File: config.mk
export PLATFORM = sky130hd
export DESIGN_NAME = exc_ctrl_flat
export DESIGN_NICKNAME = d
export VERILOG_FILES = /design/src/rtl/exc_ctrl_if.sv /design/src/rtl/exc_ctrl.sv /design/src/flat_wrapper.sv
export SDC_FILE = /design/constraint.sdc
export NUM_CORES = 1
export LEC_CHECK = 0
export CORE_MARGIN = 10
export CORE_UTILIZATION = 40
export CTS_BUF_LIST = sky130_fd_sc_hd__clkbuf_4 sky130_fd_sc_hd__clkbuf_8 sky130_fd_sc_hd__clkbuf_16
export CTS_CLUSTER_SIZE = 40
export DETAILED_ROUTE_END_ITERATION = 10
export GPL_TIMING_DRIVEN = 0
export PLACE_DENSITY = 0.88
export SETUP_SLACK_MARGIN = 0.15
export SLEW_MARGIN = 30
export SYNTH_ARGS = -nofsm -noshare
export SYNTH_HDL_FRONTEND = slang
export SYNTH_SLANG_ARGS = --single-unit
File: constraint.sdc
create_clock -name clk -period 4.5 [get_ports clk]
set_input_delay 0.9 -clock clk [delete_from_list [all_inputs] [get_ports clk]]
set_output_delay 0.9 -clock clk [all_outputs]
set_load 0.005 [all_outputs]
File: src/rtl/exc_ctrl_if.sv
// Decode-stage trap sequencer bus: pipeline-side requests in, redirect/kill/EPC controls out.
// The pipeline is the master; exc_ctrl is the slave.
interface exc_ctrl_if;
    logic        Interrupt;
    logic        Exception;
    logic        IDValid;
    logic        IDStall;
    logic        IDCtrlXfer;
    logic        ERetID;
    logic [31:0] IDPC;
    logic        Redirect;
    logic [31:0] RedirectPC;
    logic        FlushIFID;
    logic        KillID;
    logic        EPCWrite;
    logic [31:0] EPCData;
    logic        KernelMode;
    logic        IntPending;

    modport master (
        output Interrupt, Exception, IDValid, IDStall, IDCtrlXfer, ERetID, IDPC,
        input  Redirect, RedirectPC, FlushIFID, KillID, EPCWrite, EPCData,
               KernelMode, IntPending
    );

    modport slave (
        input  Interrupt, Exception, IDValid, IDStall, IDCtrlXfer, ERetID, IDPC,
        output Redirect, RedirectPC, FlushIFID, KillID, EPCWrite, EPCData,
               KernelMode, IntPending
    );
endinterface

File: src/rtl/exc_ctrl.sv
// Trap sequencer: arbitrates exception / eret / interrupt in ID and kills the ID slot.
// Optional IRQ_SYNC_EN adds a two-flop synchronizer in front of the interrupt pending latch.
module exc_ctrl #(
    parameter logic [31:0] INT_VEC      = 32'h8000_0004,
    parameter logic [31:0] EXC_VEC      = 32'h8000_0008,
    parameter int unsigned REARM_CYCLES = 2
) (
    input  logic     clk,
    input  logic     reset,
    exc_ctrl_if.slave bus
);

    typedef enum logic [1:0] {
        ST_RUN    = 2'd0,
        ST_KERNEL = 2'd1,
        ST_REARM  = 2'd2
    } state_t;

    localparam logic [3:0] REARM_INIT = 4'(REARM_CYCLES);

    state_t      state_r;
    state_t      state_s;
    logic [3:0]  cnt_r;
    logic [3:0]  cnt_s;
    logic        pend_r;
    logic        pend_s;
    logic        kernel_r;
    logic        irq_s;
    logic        eligible_s;
    logic        exc_acc_s;
    logic        eret_acc_s;
    logic        int_acc_s;
    logic        accept_s;
    logic [31:0] redirect_pc_s;
    logic [31:0] epc_data_s;

`ifdef IRQ_SYNC_EN
    logic [1:0] sync_r;

    // Two-flop synchronizer for an interrupt line asynchronous to clk.
    always_ff @(posedge clk or posedge reset) begin
        if (reset) begin
            sync_r <= 2'b00;
        end else begin
            sync_r <= {sync_r[0], bus.Interrupt};
        end
    end

    assign irq_s = sync_r[1];
`else
    assign irq_s = bus.Interrupt;
`endif

    // Accept decisions; reset gates everything so no kill leaks out while in reset.
    always_comb begin
        eligible_s = bus.IDValid & ~bus.IDStall & ~reset;
        exc_acc_s  = eligible_s & bus.Exception;
        eret_acc_s = eligible_s & bus.ERetID & ~bus.Exception & (state_r == ST_KERNEL);
        int_acc_s  = eligible_s & pend_r & (state_r == ST_RUN) & ~bus.IDCtrlXfer
                     & ~bus.Exception & ~bus.ERetID;
        accept_s   = exc_acc_s | int_acc_s;
    end

    // Next state, rearm counter and pending latch.
    always_comb begin
        state_s = state_r;
        cnt_s   = cnt_r;
        pend_s  = irq_s | (pend_r & ~int_acc_s);
        case (state_r)
            ST_RUN: begin
                if (accept_s) begin
                    state_s = ST_KERNEL;
                    cnt_s   = 4'd0;
                end else begin
                    state_s = ST_RUN;
                end
            end
            ST_KERNEL: begin
                if (exc_acc_s) begin
                    state_s = ST_KERNEL;
                end else if (eret_acc_s) begin
                    state_s = ST_REARM;
                    cnt_s   = REARM_INIT;
                end else begin
                    state_s = ST_KERNEL;
                end
            end
            ST_REARM: begin
                if (exc_acc_s) begin
                    state_s = ST_KERNEL;
                    cnt_s   = 4'd0;
                end else if (cnt_r <= 4'd1) begin
                    // Leaving on the count that reads 1 gives exactly REARM_CYCLES blocked cycles.
                    state_s = ST_RUN;
                    cnt_s   = 4'd0;
                end else begin
                    cnt_s   = cnt_r - 4'd1;
                end
            end
            default: begin
                state_s = ST_RUN;
                cnt_s   = 4'd0;
            end
        endcase
    end

    // Redirect target and EPC value for the accepting cycle, zero otherwise.
    always_comb begin
        redirect_pc_s = 32'h0000_0000;
        epc_data_s    = 32'h0000_0000;
        if (exc_acc_s) begin
            redirect_pc_s = EXC_VEC;
            epc_data_s    = bus.IDPC + 32'd4;
        end else if (int_acc_s) begin
            redirect_pc_s = INT_VEC;
            epc_data_s    = bus.IDPC;
        end else begin
            redirect_pc_s = 32'h0000_0000;
            epc_data_s    = 32'h0000_0000;
        end
    end

    // State, counter, pending latch and kernel-mode flag registers.
    always_ff @(posedge clk or posedge reset) begin
        if (reset) begin
            state_r  <= ST_RUN;
            cnt_r    <= 4'd0;
            pend_r   <= 1'b0;
            kernel_r <= 1'b0;
        end else begin
            state_r  <= state_s;
            cnt_r    <= cnt_s;
            pend_r   <= pend_s;
            kernel_r <= (state_s == ST_KERNEL);
        end
    end

    assign bus.Redirect   = accept_s;
    assign bus.FlushIFID  = accept_s;
    assign bus.KillID     = accept_s;
    assign bus.EPCWrite   = accept_s;
    assign bus.RedirectPC = redirect_pc_s;
    assign bus.EPCData    = epc_data_s;
    assign bus.KernelMode = kernel_r;
    assign bus.IntPending = pend_r;

endmodule

File: src/flat_wrapper.sv
// flat-port wrapper written by rule: the top's interface ports become plain ports
module exc_ctrl_flat 
#(
    parameter logic [31:0] INT_VEC      = 32'h8000_0004,
    parameter logic [31:0] EXC_VEC      = 32'h8000_0008,
    parameter int unsigned REARM_CYCLES = 2
)
  (clk, reset, bus_Interrupt, bus_Exception, bus_IDValid, bus_IDStall, bus_IDCtrlXfer, bus_ERetID, bus_IDPC, bus_Redirect, bus_RedirectPC, bus_FlushIFID, bus_KillID, bus_EPCWrite, bus_EPCData, bus_KernelMode, bus_IntPending);
  exc_ctrl_if bus_i ();
  input  logic clk;
  input  logic reset;
  input wire logic [$bits(bus_i.Interrupt)-1:0] bus_Interrupt;
  input wire logic [$bits(bus_i.Exception)-1:0] bus_Exception;
  input wire logic [$bits(bus_i.IDValid)-1:0] bus_IDValid;
  input wire logic [$bits(bus_i.IDStall)-1:0] bus_IDStall;
  input wire logic [$bits(bus_i.IDCtrlXfer)-1:0] bus_IDCtrlXfer;
  input wire logic [$bits(bus_i.ERetID)-1:0] bus_ERetID;
  input wire logic [$bits(bus_i.IDPC)-1:0] bus_IDPC;
  output wire logic [$bits(bus_i.Redirect)-1:0] bus_Redirect;
  output wire logic [$bits(bus_i.RedirectPC)-1:0] bus_RedirectPC;
  output wire logic [$bits(bus_i.FlushIFID)-1:0] bus_FlushIFID;
  output wire logic [$bits(bus_i.KillID)-1:0] bus_KillID;
  output wire logic [$bits(bus_i.EPCWrite)-1:0] bus_EPCWrite;
  output wire logic [$bits(bus_i.EPCData)-1:0] bus_EPCData;
  output wire logic [$bits(bus_i.KernelMode)-1:0] bus_KernelMode;
  output wire logic [$bits(bus_i.IntPending)-1:0] bus_IntPending;
  assign bus_i.Interrupt = bus_Interrupt;
  assign bus_i.Exception = bus_Exception;
  assign bus_i.IDValid = bus_IDValid;
  assign bus_i.IDStall = bus_IDStall;
  assign bus_i.IDCtrlXfer = bus_IDCtrlXfer;
  assign bus_i.ERetID = bus_ERetID;
  assign bus_i.IDPC = bus_IDPC;
  assign bus_Redirect = bus_i.Redirect;
  assign bus_RedirectPC = bus_i.RedirectPC;
  assign bus_FlushIFID = bus_i.FlushIFID;
  assign bus_KillID = bus_i.KillID;
  assign bus_EPCWrite = bus_i.EPCWrite;
  assign bus_EPCData = bus_i.EPCData;
  assign bus_KernelMode = bus_i.KernelMode;
  assign bus_IntPending = bus_i.IntPending;
  exc_ctrl #(.INT_VEC(INT_VEC), .EXC_VEC(EXC_VEC), .REARM_CYCLES(REARM_CYCLES)) u_core (.clk(clk), .reset(reset), .bus(bus_i));
endmodule
=== Word-level counts from Yosys, hierarchy flattened ===
Index checks and enable logic that the tools add are counted.
Widths: inputs -> output; s select.

* Bits in registers: 8
* Latch bits: 0
* Memory bits (writable): 0
* Bits in read-only memories: 0
* Input bits: 40
* Output and inout port bits: 70
* Word-level logic and storage cells: 51
* Memories: 0

* Add/sub/neg operators: 2
* Multiply operators: 0
* Divide/modulo/power cells: 0
* $lt $le $gt $ge: 1
* Equal/unequal tests: 6
* Shift operators: 0
* Multiplexer cells: 16
* Bitwise logic cells: 20
* Reduce and logical (&&, ||, !) cells: 2

{| class="wikitable"
|+ Operator list
! cell !! count
|-
| $mux 32 || 4
|-
| $add 32x3->32 const B || 1
|-
| $mux 4 || 5
|-
| $and 1x1->1 || 12
|-
| $pmux 4 s3 || 1
|-
| $mux 2 || 4
|-
| $not 1->1 || 6
|-
| $pmux 2 s3 || 1
|-
| $eq 2x1->1 const B || 2
|-
| $le 4x1->1 const B || 1
|-
| $ne 2x2->1 const B || 2
|-
| $sub 4x1->4 const B || 1
|-
| $reduce_and 3->1 || 1
|-
| $eq 2x2->1 const B || 1
|-
| $logic_not 2->1 || 1
|-
| $ne 2x1->1 const B || 1
|-
| $or 1x1->1 || 2
|-
| $mux 1 || 1
|}

=== Longest topological paths before layout ===
* Word-level depth: 12
* Gate-level depth with buffers: 9
* Depth with buffers taken out: 7

=== Worst setup path before layout ===
OpenSTA, ideal clock, no wires.

* Path type: in2out
* From: input port bus_IDStall
* To: output port bus_EPCData[27]
* Arrival time: 2,196 ps
* Data required time: 3,600 ps
* Path slack: 1,404 ps
* Cell stages on the path: 8
* Buffers on the path: 3
* Cell sequence: or3b_1 -> buf_6 -> a21o_1 -> buf_6 -> clkinv_1 -> buf_6 -> nand2_1 -> mux2i_1

* Word-level cells in the longest chain between the ends: 10
* Elaborated cells on any way between the ends: 11
* Those cells by class: mux (2); bitwise (9)

{| class="wikitable"
|+ RTL lines
! item !! RTL line !! source
|-
| from (decl) || flat_wrapper.sv:15 || <nowiki>input wire logic [$bits(bus_i.IDStall)-1:0] bus_IDStall;</nowiki>
|-
| $not 1->1 * || exc_ctrl.sv:56 || <nowiki>eligible_s = bus.IDValid & ~bus.IDStall & ~reset;</nowiki>
|-
| $and 1x1->1 * (2 in series) || exc_ctrl.sv:56 ||
|-
| $and 1x1->1 (3 in series) || exc_ctrl.sv:59 || <nowiki>int_acc_s = eligible_s & pend_r & (state_r == ST_RUN) & ~bus.IDCtrlXfer</nowiki>
|-
| $and 1x1->1 (2 in series) || exc_ctrl.sv:60 || <nowiki>& ~bus.Exception & ~bus.ERetID;</nowiki>
|-
| $mux 32 || exc_ctrl.sv:114 || <nowiki>end else if (int_acc_s) begin</nowiki>
|-
| $mux 32 * || exc_ctrl.sv:111 || <nowiki>if (exc_acc_s) begin</nowiki>
|-
| to (decl) || flat_wrapper.sv:24 || <nowiki>output wire logic [$bits(bus_i.EPCData)-1:0] bus_EPCData;</nowiki>
|}

Mark *: on every way between the ends. The rest lies on a longest branch, timed or not.

=== Worst setup path in the final report ===
* From: input port bus_IDValid
* To: output port bus_EPCData[19]

* Word-level cells in the longest chain between the ends: 9
* Elaborated cells on any way between the ends: 10
* Those cells by class: mux (2); bitwise (8)

{| class="wikitable"
|+ RTL lines
! item !! RTL line !! source
|-
| from (decl) || flat_wrapper.sv:14 || <nowiki>input wire logic [$bits(bus_i.IDValid)-1:0] bus_IDValid;</nowiki>
|-
| $and 1x1->1 * (2 in series) || exc_ctrl.sv:56 ||
|-
| $and 1x1->1 (3 in series) || exc_ctrl.sv:59 ||
|-
| $and 1x1->1 (2 in series) || exc_ctrl.sv:60 ||
|-
| $mux 32 || exc_ctrl.sv:114 ||
|-
| $mux 32 * || exc_ctrl.sv:111 ||
|}

Marks and branches as above.

==> results.txt <==
CP required = 3.60 ns
Cell count after synthesis = 218
Ys Warns = 0
R2R Path Start = u_core.state_r[0]
Setup_tns = 0 ns
Initial detailed-routing violation count = 68
Final setup vio count = 0
Hold Crit Depth = 2
FF+latch count, synth = 8
Area of the core = 4000 um^2
Logic gate share of total power = 0.583
Layout Nets = 379
Via count = 1913
Worst VDD drop = 0.1868 mV
Commonest non-fill, non-tap cell in the layout = clkdlybuf4s50_1
Max-cap viol count = 0
Most frequent cells in the layout = clkdlybuf4s50_1, buf_4, nand2_1
HPWL Detailed = 4787 um
H-tree depth = 1
Worst reg2reg path endpoint = u_core.cnt_r[0]
WP data arrival = 3.31 ns
HP Class = reg -> reg
Number of global-route vias before repair = 1931
Clock network power share = 0.198
Slew @ Worst Pin = 0.8896 ns
Antenna Nets Post-Route = 0
Final period util = 0.9351
Setup CP Type = in -> out
Clock Path Buffers = 2
Routed WL per cell = 14.64 um
Area Growth Syn to Fin = 62.23%
IO Port Bufs = 80
Gr ovfl total = 0
Die height = 84.48 um
Worst rel slew slack = 0.4016
PwrDens = 161.2 nW/um^2
Skew-Pair Late Insertion Delay = 0.23 ns
Drt pass-1 iters = 4
Die width = 84.48 um
Final hold vios = 0
Worst r2r path cells = 7
CTS clock-pin slew for the worst setup and hold paths = 0.04 ns
Most frequent CP cell = buf_6
Hold Path Sink = u_core.cnt_r[3]
Slowest-stage cell, CP = clkdlybuf4s50_1
Outcome = finished clean
Post-synth cell types = 45
Slew Viols, Final = 0
CTS root buf = clkbuf_8
Crit path largest cell delay = 0.54 ns
Flop pwr share = 0.219
Worst setup SP type = input port
Minimum clock period = 4.208 ns
Buf/Inv on CP = 6
Critical path cell sequence = clkdlybuf4s50_1, or3b_1, buf_6, a21o_1, buf_6, clkinvlp_4, buf_6, nand2_1, mux2i_1, clkdlybuf4s50_1
NetSw = 160.7 uW
Syn Area/Cell = 7.628 um^2
Drt total wl = 5562 um
Leakage = 0.001260 uW
CP max FO = 10
Achievable frequency = 0.2376 GHz
Proportion of layout cells with a drive suffix above 1 = 0.1727
Vias per std cell = 5.034
Unrepaired setup endpoints after global routing = no
Sw Share = 0.3697
GRT Overall Usage = 0.1481
Sequential share of the synthesized area = 0.1204
DRC viols = 0
Initial Utilization = 0.4157
Ports = 110
Power Internal = 274.0 uW
Row count = 23
CTS Buf Count = 3
Mapped Area = 1663 um^2
Largest net degree at the start of global routing = 15
Final hold slack = 0.5501 ns
R2R setup slack = 2.38 ns
Crit path capture type = output port
Clock sink count = 8
First-pass GRT wire length = 9032 um
Fin util = 0.6744
CTS tree = built
Antenna cells = 0
Die area = 7136 um^2
Final Skew = 0.002115 ns
Hold_buf cts = 0
Routability Congestion = 0.9317
Min-delay src = u_core.cnt_r[3]
Initial antenna violation count = 0
Largest delay contributor family on the critical path = buffers and inverters
==> worst reg2reg max path, stage by stage, from the launching register on <==
cell and delay, ns:
dfrtp_1 0.41, inv_1 0.10, ha_1 0.33, nand4bb_1 0.24, a21o_1 0.24, buf_6 0.14, a2111oi_4 0.38, mux2_2 0.22
==> power by group through the flow <==
stage	Sequential [uW]	Clock, uW	Combinational [uW]
2_1_floorplan	95.2	0	150
5_1_grt	96.9	91.7	282
3_3_place_gp	96.0	0	241
3_5_place_dp	96.2	0	248
4_1_cts	95.4	87.9	251
6_report	95.1	86.1	254
==> timing repair <==
action / 4_1_cts / 5_1_grt
endpoints found under the setup margin: 0 / 10
gates resized for setup: 0 / 5
buffers inserted: 0 / 1
hold endpoints to repair: 0 / 0
==> sequential cells by signal, summed over array words and instances (netlist names) <==
register	count
u_core.cnt_r	4
u_core.state_r	2
u_core.bus.IntPending	1
u_core.bus.KernelMode	1
==> stage by stage <==
stage | setup slack (ns) | total power (uW) | instance area, um^2 | instances
global placement | 0.2362 | 337.2 | 2631 | 376
detailed placement | 0.2029 | 343.8 | 2631 | 376
global route | 0.1690 | 470.3 | 2698 | 380
CTS | 0.2154 | 434.4 | 2673 | 379
floorplan | 1.404 | 245.1 | 1768 | 246
finish | 0.2918 | 434.7 | 2698 | 380
==> cell type report <==
class	count	area, um^2
Multi-Input combinational cell	185	1224
Sequential cell	8	200.2
Inverter	12	48.80
Clock buffer	3	41.29
Tap cell	50	62.56
Buffer	41	312.8
Timing Repair Buffer	81	808.3
Fill cell	342	1303
==> how the worst max path moves through the flow <==
stage / startpoint / to / slack (ns) / depth (start not counted)
2_1_floorplan: bus_IDStall / bus_EPCData[27] / 1.40 / 8
3_3_place_gp: bus_Exception / bus_EPCData[27] / 0.24 / 6
3_5_place_dp: bus_Exception / bus_EPCData[31] / 0.20 / 6
4_1_cts: bus_Exception / bus_EPCData[25] / 0.22 / 6
5_1_grt: bus_IDValid / bus_EPCData[26] / 0.17 / 10
6_report: bus_IDValid / bus_EPCData[19] / 0.29 / 10
==> cell families (layout without fill, tap and decap cells) <==
kind of cell | Yosys count | count (layout) | synth area share
other cells | 1 | 29 | 0.002255
buf+inv | 53 | 137 | 0.2144
simple gates | 96 | 96 | 0.3153
flops | 8 | 8 | 0.1204
xor+xnor | 2 | 2 | 0.01054
compound gates | 23 | 23 | 0.1144
fa+ha+maj | 7 | 7 | 0.05267
mux | 28 | 28 | 0.1701
==> Yosys cell counts <==
master	n	area (um^2)
a21boi_0	1	7.510
or3b_1	1	8.760
mux2i_1	26	260.3
buf_4	34	255.2
inv_1	11	41.29
o2bb2ai_1	1	8.760
nor4_4	1	21.27
nand4b_1	1	8.760
clkinv_1	1	3.750
clkbuf_1	3	11.26
and3_1	5	31.28
ha_1	7	87.58
a21o_2	2	17.52
and4_1	3	26.28
nand2_1	33	123.9
a211oi_1	2	15.01
a31oi_1	2	12.51
o21ai_0	2	10.01
mux2_2	2	22.52
a2111oi_4	1	27.53
o21bai_1	1	7.510
a221o_1	1	10.01
and4bb_2	1	12.51
nand4bb_1	2	22.52
nor2_1	8	30.03
nand4_1	12	75.07
conb_1	1	3.750
and2_1	4	25.02
nor2b_1	1	6.260
a21bo_2	1	10.01
dfrtp_1	8	200.2
a32o_1	1	10.01
a2111oi_0	1	8.760
a21o_1	1	7.510
a211o_1	1	8.760
xnor2_1	1	8.760
nor4b_1	1	8.760
xor2_1	1	8.760
a221oi_1	1	8.760
nor3_1	3	15.01
nor4_1	4	25.02
or2_2	3	18.77
a21oi_1	4	20.02
nand3_1	13	65.06
buf_6	4	45.04
==> layer usage <==
metal,track usage,part of all wire,vias to the layer above
met5,0,0,-
met2,0.2828,0.52,75
met1,0.1461,0.38,881
met4,0.05240,0.019,0
li1,-,-,948
met3,0.04541,0.082,9
Power figures use the tool's default switching activity.
